$ cat config.mk
export PLATFORM = sky130hd
export DESIGN_NAME = btn_conditioner
export DESIGN_NICKNAME = d
export VERILOG_FILES = /design/src/rtl/btn_conditioner_pkg.sv /design/src/rtl/btn_conditioner_sync_chain.sv /design/src/rtl/btn_conditioner.sv
export SDC_FILE = /design/constraint.sdc
export NUM_CORES = 1
export LEC_CHECK = 0
export ABC_CLOCK_PERIOD_IN_PS = 3100
export CAP_MARGIN = 30
export CORE_MARGIN = 2
export CORE_UTILIZATION = 52
export DETAILED_ROUTE_END_ITERATION = 8
export DONT_BUFFER_PORTS = 1
export GPL_TIMING_DRIVEN = 0
export HOLD_SLACK_MARGIN = 0.12
export PLACE_DENSITY = 0.67
export SYNTH_ARGS = -nofsm -noshare
export SYNTH_HDL_FRONTEND = slang
export SYNTH_SLANG_ARGS = --single-unit
$ cat constraint.sdc
create_clock -name clk -period 3.1 [get_ports clk]
set_input_delay 0.93 -clock clk [delete_from_list [all_inputs] [get_ports clk]]
set_output_delay 0.93 -clock clk [all_outputs]
set_load 0.005 [all_outputs]
$ cat src/rtl/btn_conditioner_pkg.sv
// Shared definitions for the button front end: FSM state encodings, switch width and clock-derived timing defaults.
package btn_conditioner_pkg;

    typedef enum logic [1:0] {
        ST_IDLE         = 2'd0,
        ST_PRESS_WAIT   = 2'd1,
        ST_HELD         = 2'd2,
        ST_RELEASE_WAIT = 2'd3
    } btn_state_e;

    localparam int SW_WIDTH            = 4;
    localparam int CLK_HZ              = 100_000_000;
    localparam int DEBOUNCE_MS         = 10;
    localparam int DEBOUNCE_CYCLES_DEF = (CLK_HZ / 1000) * DEBOUNCE_MS;
    localparam int LONG_CYCLES_DEF     = 200_000_000;

    function automatic int max2(input int a, input int b);
        return (a > b) ? a : b;
    endfunction

endpackage

$ cat src/rtl/btn_conditioner_sync_chain.sv
// Plain flop chain that brings an asynchronous bus into the clk domain; every stage clears on rst_n.
module btn_conditioner_sync_chain #(
    parameter int W      = 1,
    parameter int STAGES = 2
) (
    input  logic         clk,
    input  logic         rst_n,
    input  logic [W-1:0] d_i,
    output logic [W-1:0] q_o
);

    logic [W-1:0] stage_q [STAGES];

    always_ff @(posedge clk) begin
        if (!rst_n) begin
            stage_q[0] <= '0;
        end else begin
            stage_q[0] <= d_i;
        end
    end

    genvar gi;
    generate
        for (gi = 1; gi < STAGES; gi++) begin : g_stage
            always_ff @(posedge clk) begin
                if (!rst_n) begin
                    stage_q[gi] <= '0;
                end else begin
                    stage_q[gi] <= stage_q[gi-1];
                end
            end
        end
    endgenerate

    assign q_o = stage_q[STAGES-1];

endmodule

$ cat src/rtl/btn_conditioner.sv
// Synchronises and debounces a push-button, emitting one strobe per accepted press with the switch value frozen at it.
// Optional hold detector enabled by defining LONG_PRESS_EN.
module btn_conditioner
    import btn_conditioner_pkg::*;
#(
    parameter int SYNC_STAGES     = 2,
    parameter int DEBOUNCE_CYCLES = DEBOUNCE_CYCLES_DEF,
    parameter int LONG_CYCLES     = LONG_CYCLES_DEF,
    parameter int SW_W            = SW_WIDTH
) (
    input  logic            clk,
    input  logic            rst_n,
    input  logic            btn_raw,
    input  logic [SW_W-1:0] sw_raw,
    output logic            btn_pulse,
    output logic [SW_W-1:0] sw_latched,
    output logic            btn_level,
    output logic            long_press
);

    localparam int            CNT_W   = $clog2(max2(DEBOUNCE_CYCLES, LONG_CYCLES) + 1);
    localparam logic [CNT_W-1:0] DB_LAST = CNT_W'(DEBOUNCE_CYCLES - 1);
    localparam logic [CNT_W-1:0] CNT_MAX = {CNT_W{1'b1}};

    logic            btn_s;
    logic [SW_W-1:0] sw_s;

    btn_conditioner_sync_chain #(.W(1), .STAGES(SYNC_STAGES)) u_sync_btn (
        .clk   (clk),
        .rst_n (rst_n),
        .d_i   (btn_raw),
        .q_o   (btn_s)
    );

    btn_conditioner_sync_chain #(.W(SW_W), .STAGES(SYNC_STAGES)) u_sync_sw (
        .clk   (clk),
        .rst_n (rst_n),
        .d_i   (sw_raw),
        .q_o   (sw_s)
    );

    btn_state_e      state_q;
    logic [CNT_W-1:0] cnt_q;
    logic [CNT_W-1:0] cnt_d;
    logic            btn_pulse_q;
    logic [SW_W-1:0] sw_latched_q;
    logic            btn_level_q;
    logic            press_accept;

    assign cnt_d        = (cnt_q == CNT_MAX) ? cnt_q : cnt_q + CNT_W'(1);
    assign press_accept = (state_q == ST_PRESS_WAIT) && btn_s && (cnt_q == DB_LAST);

    always_ff @(posedge clk) begin
        if (!rst_n) begin
            state_q      <= ST_IDLE;
            cnt_q        <= '0;
            btn_pulse_q  <= 1'b0;
            sw_latched_q <= '0;
            btn_level_q  <= 1'b0;
        end else begin
            btn_pulse_q <= 1'b0;
            case (state_q)
                ST_IDLE: begin
                    if (btn_s) begin
                        state_q <= ST_PRESS_WAIT;
                        cnt_q   <= '0;
                    end
                end
                ST_PRESS_WAIT: begin
                    if (!btn_s) begin
                        state_q <= ST_IDLE;
                    end else if (press_accept) begin
                        state_q      <= ST_HELD;
                        btn_pulse_q  <= 1'b1;
                        sw_latched_q <= sw_s;
                        btn_level_q  <= 1'b1;
                    end else begin
                        cnt_q <= cnt_d;
                    end
                end
                ST_HELD: begin
                    if (!btn_s) begin
                        state_q <= ST_RELEASE_WAIT;
                        cnt_q   <= '0;
                    end
                end
                ST_RELEASE_WAIT: begin
                    // A high sample here is release bounce: back to HELD without a new strobe.
                    if (btn_s) begin
                        state_q <= ST_HELD;
                    end else if (cnt_q == DB_LAST) begin
                        state_q     <= ST_IDLE;
                        btn_level_q <= 1'b0;
                    end else begin
                        cnt_q <= cnt_d;
                    end
                end
                default: begin
                    state_q <= ST_IDLE;
                end
            endcase
        end
    end

    assign btn_pulse  = btn_pulse_q;
    assign sw_latched = sw_latched_q;
    assign btn_level  = btn_level_q;

`ifdef LONG_PRESS_EN
    localparam logic [CNT_W-1:0] LONG_LAST = CNT_W'(LONG_CYCLES - 1);
    localparam logic [CNT_W-1:0] LONG_SAT  = CNT_W'(LONG_CYCLES);

    logic [CNT_W-1:0] hcnt_q;
    logic             long_press_q;

    // hcnt only counts while the button is genuinely held; parking at LONG_SAT gives one strobe per hold.
    always_ff @(posedge clk) begin
        if (!rst_n) begin
            hcnt_q       <= '0;
            long_press_q <= 1'b0;
        end else begin
            long_press_q <= 1'b0;
            if (press_accept) begin
                hcnt_q <= '0;
            end else if ((state_q == ST_HELD) && btn_s) begin
                if (hcnt_q == LONG_LAST) begin
                    long_press_q <= 1'b1;
                    hcnt_q       <= LONG_SAT;
                end else if (hcnt_q != LONG_SAT) begin
                    hcnt_q <= hcnt_q + CNT_W'(1);
                end
            end
        end
    end

    assign long_press = long_press_q;
`else
    assign long_press = 1'b0;
`endif

endmodule

==> metrics <==
outcome finished clean; hold buffers post-CTS 0; post-synthesis mux area share 0.02545; diode count 0; Nets 292; # setup viols final 0; cell area after synthesis 2360 um^2; Flop pwr share 0.544; worst skew pair latency 0.31 ns; layout cells sized above 1 0.08421; Die ar. 5093 um^2; H-Tree Depth 2; initial antenna violation count 0; internal power 857.3 uW; main combinational cell family by area after synthesis simple AND/OR/NAND/NOR gates; IO Port Bufs 0; slowest CP cell or4_4; Final Cycle Share 0.8954; Avg Synthesized Cell Area 8.519 um^2; Slew headroom 0.3832; switching share of power 0.2295; path type of the worst setup path reg2reg; Post-Synth XOR/XNOR Area 0.003712; maxcap violations 0; min Tclk post-route 2.776 ns; most instantiated cells after synthesis dfxtp_1 (46), nand4_1 (21), nand2_1 (17); Hold Crit Depth 1; synth top area cells dfxtp_1 (39%), nand4_1 (5.6%), and2_1 (3.2%); most common cell in the synthesized netlist dfxtp_1; Hold WC Path Type reg2reg; simple-gate portion of the synthesized area 0.3489; Reg clk slew, reported paths 0.09 ns; CTS Buf Count 5; Pwr per Cell Area 438.9 nW/um^2; Reg2Reg Depth 7; crit-path cells ha_1 > nand4_1 > or4_4 > nor4_1 > buf_2 > nor2_1 > a221o_1; via count of the first global-routing pass 2064; DRT iter0 DRCs 259; Post-Route WL 6404 um; largest net degree at the start of global routing 15; Startpoint Class register; total negative slack 0 ns; HPWL Detailed 4506 um; Worst Path Max Fanout 10; largest area contributor in the netlist dfxtp_1; total gr overflow 0; Netlist cell types 53; synthesized-area fraction occupied by adder cells 0.005302; final hold viol count 0; Routed Antenna Nets 0; height of the die 71.37 um; max-slew violation count 0; worst path required time 3.30 ns; worst r2r src cnt_q[0]; CTS resizes 0; residual DRC count 0; hold slack 0.4367 ns; Setup crit start cnt_q[0]; Gate power share 0.051; Via density 6.638; area grow syn2layout 7.423%; Max Root-Sink Buffers 2; Psw 255.3 uW; postcts setup bufs 0; Synth Flop Type dfxtp_1; Tightest Pin Transition 0.9167 ns; vias 2237; TritonCTS Sinks 46; Async S/R FF share, synth 0; total track usage 0.2598; post-DR wirelength/cell 19.00 um; Top Ports 14; Die Wd 71.37 um; CTS tree yes; Initial DRT Pass Iterations 5; Fin Clk Skew 0.005383 ns; Seq/Total Area, Yosys 0.3902; Hold Crit Start u_sync_sw.stage_q[0][3]; Starting Density 0.5420; peak supply drop 0.2372 mV; final total power 1113 uW; max incr delay on CP 0.52 ns; RSZ-0062 raised after global routing false; Compound-Gate Fraction of Synth Area 0.1808; clock group share of total power 0.405; flop and latch count out of synthesis 46; fmax 360.3 MHz; P_leak 0.0007582 uW; Ys Warns 0; global-route wire length before repair 10280 um; top cell type's share of synthesized area 0.3902; core area 4354 um^2; critical path endpoint category register; Post-synth EDFFs 0; GP Congestion 0.8788; Syn Inst Count 277; row count 24; crit path DAT 2.98 ns; Post-Syn Nets 285; root buf cell clkbuf_8
-- per-stage QoR --
stage	std cells	instance area [um^2]	worst slack, ns	util
detailed placement	329	2425	0.4043	0.5569
global placement	329	2425	0.3723	0.5569
CTS	337	2535	0.3852	0.5822
global route	337	2535	0.2285	0.5822
finish	337	2535	0.3243	0.5822
floorplan	277	2360	0.8985	-
-- sequential cells by signal, summed over array words and instances (netlist names), named ones only --
register            count
btn_pulse               1
sw_latched              4
btn_level               1
u_sync_sw.stage_q       8
state_q                 1
cnt_q                  28
u_sync_btn.stage_q      2
-- placed cells by master, fill, tap and decap left out, types with 4 or more instances in the layout --
cell,n
a21oi_1,6
a31oi_1,4
and2_1,12
and3_1,4
buf_2,5
clkbuf_1,9
clkbuf_8,5
dfxtp_1,46
inv_1,7
mux2i_1,6
nand2_1,17
nand3_1,13
nand4_1,21
nor2_1,14
nor3_1,15
nor4_1,9
o211ai_1,9
o21ai_0,14
o22a_1,5
or3_1,6
or4_1,7
-- final timing paths --
path	to	slack, ns
max	cnt_q[13]	0.32
min	u_sync_sw.stage_q[1][3]	0.44
max reg2reg	cnt_q[13]	0.32
min reg2reg	u_sync_sw.stage_q[1][3]	0.44
-- layout make-up --
class	instances	area (um^2)
clock inverters	2	37.54
fillers	394	1819
plain buffers	17	77.57
flip-flops and latches	46	920.9
well taps	52	65.06
inverters	7	26.28
clock buffers	6	72.57
multi-input cells	207	1335
-- power by group through the flow --
stage	sequential (uW)	clock (uW)	combinational, uW
after global placement	619	0	55.2
final	605	451	56.6
after detailed placement	619	0	55.1
after floorplan	617	0	39.6
after global routing	606	479	61.1
after CTS	605	455	55.3
-- routing by layer --
| metal | track usage | routed length (um) |
|---|---|---|
| met1 | 0.3653 | 2945 |
| met2 | 0.3992 | 2902 |
| met3 | 0.06610 | 499 |
| met4 | 0.06709 | 56 |
| met5 | 0 | 0 |
-- cell families (layout without fill, tap and decap cells) --
logic type / after synthesis / in the layout
buffers and inverters: 24 / 32
DFF: 46 / 46
AOI/OAI and AO/OA: 58 / 58
other: 1 / 1
muxes: 6 / 6
xor gates and xnor gates: 1 / 1
and+or+nand+nor: 140 / 140
adders and majority gates: 1 / 1
-- worst max-delay path: cells and delay by family, from the launching register on --
family | cells | cell delay [ns]
simple gates | 4 | 1.34
flops | 1 | 0.40
compound gates | 1 | 0.35
buf+inv | 1 | 0.32
fa+ha+maj | 1 | 0.25
(Power assumes the default switching activity.)
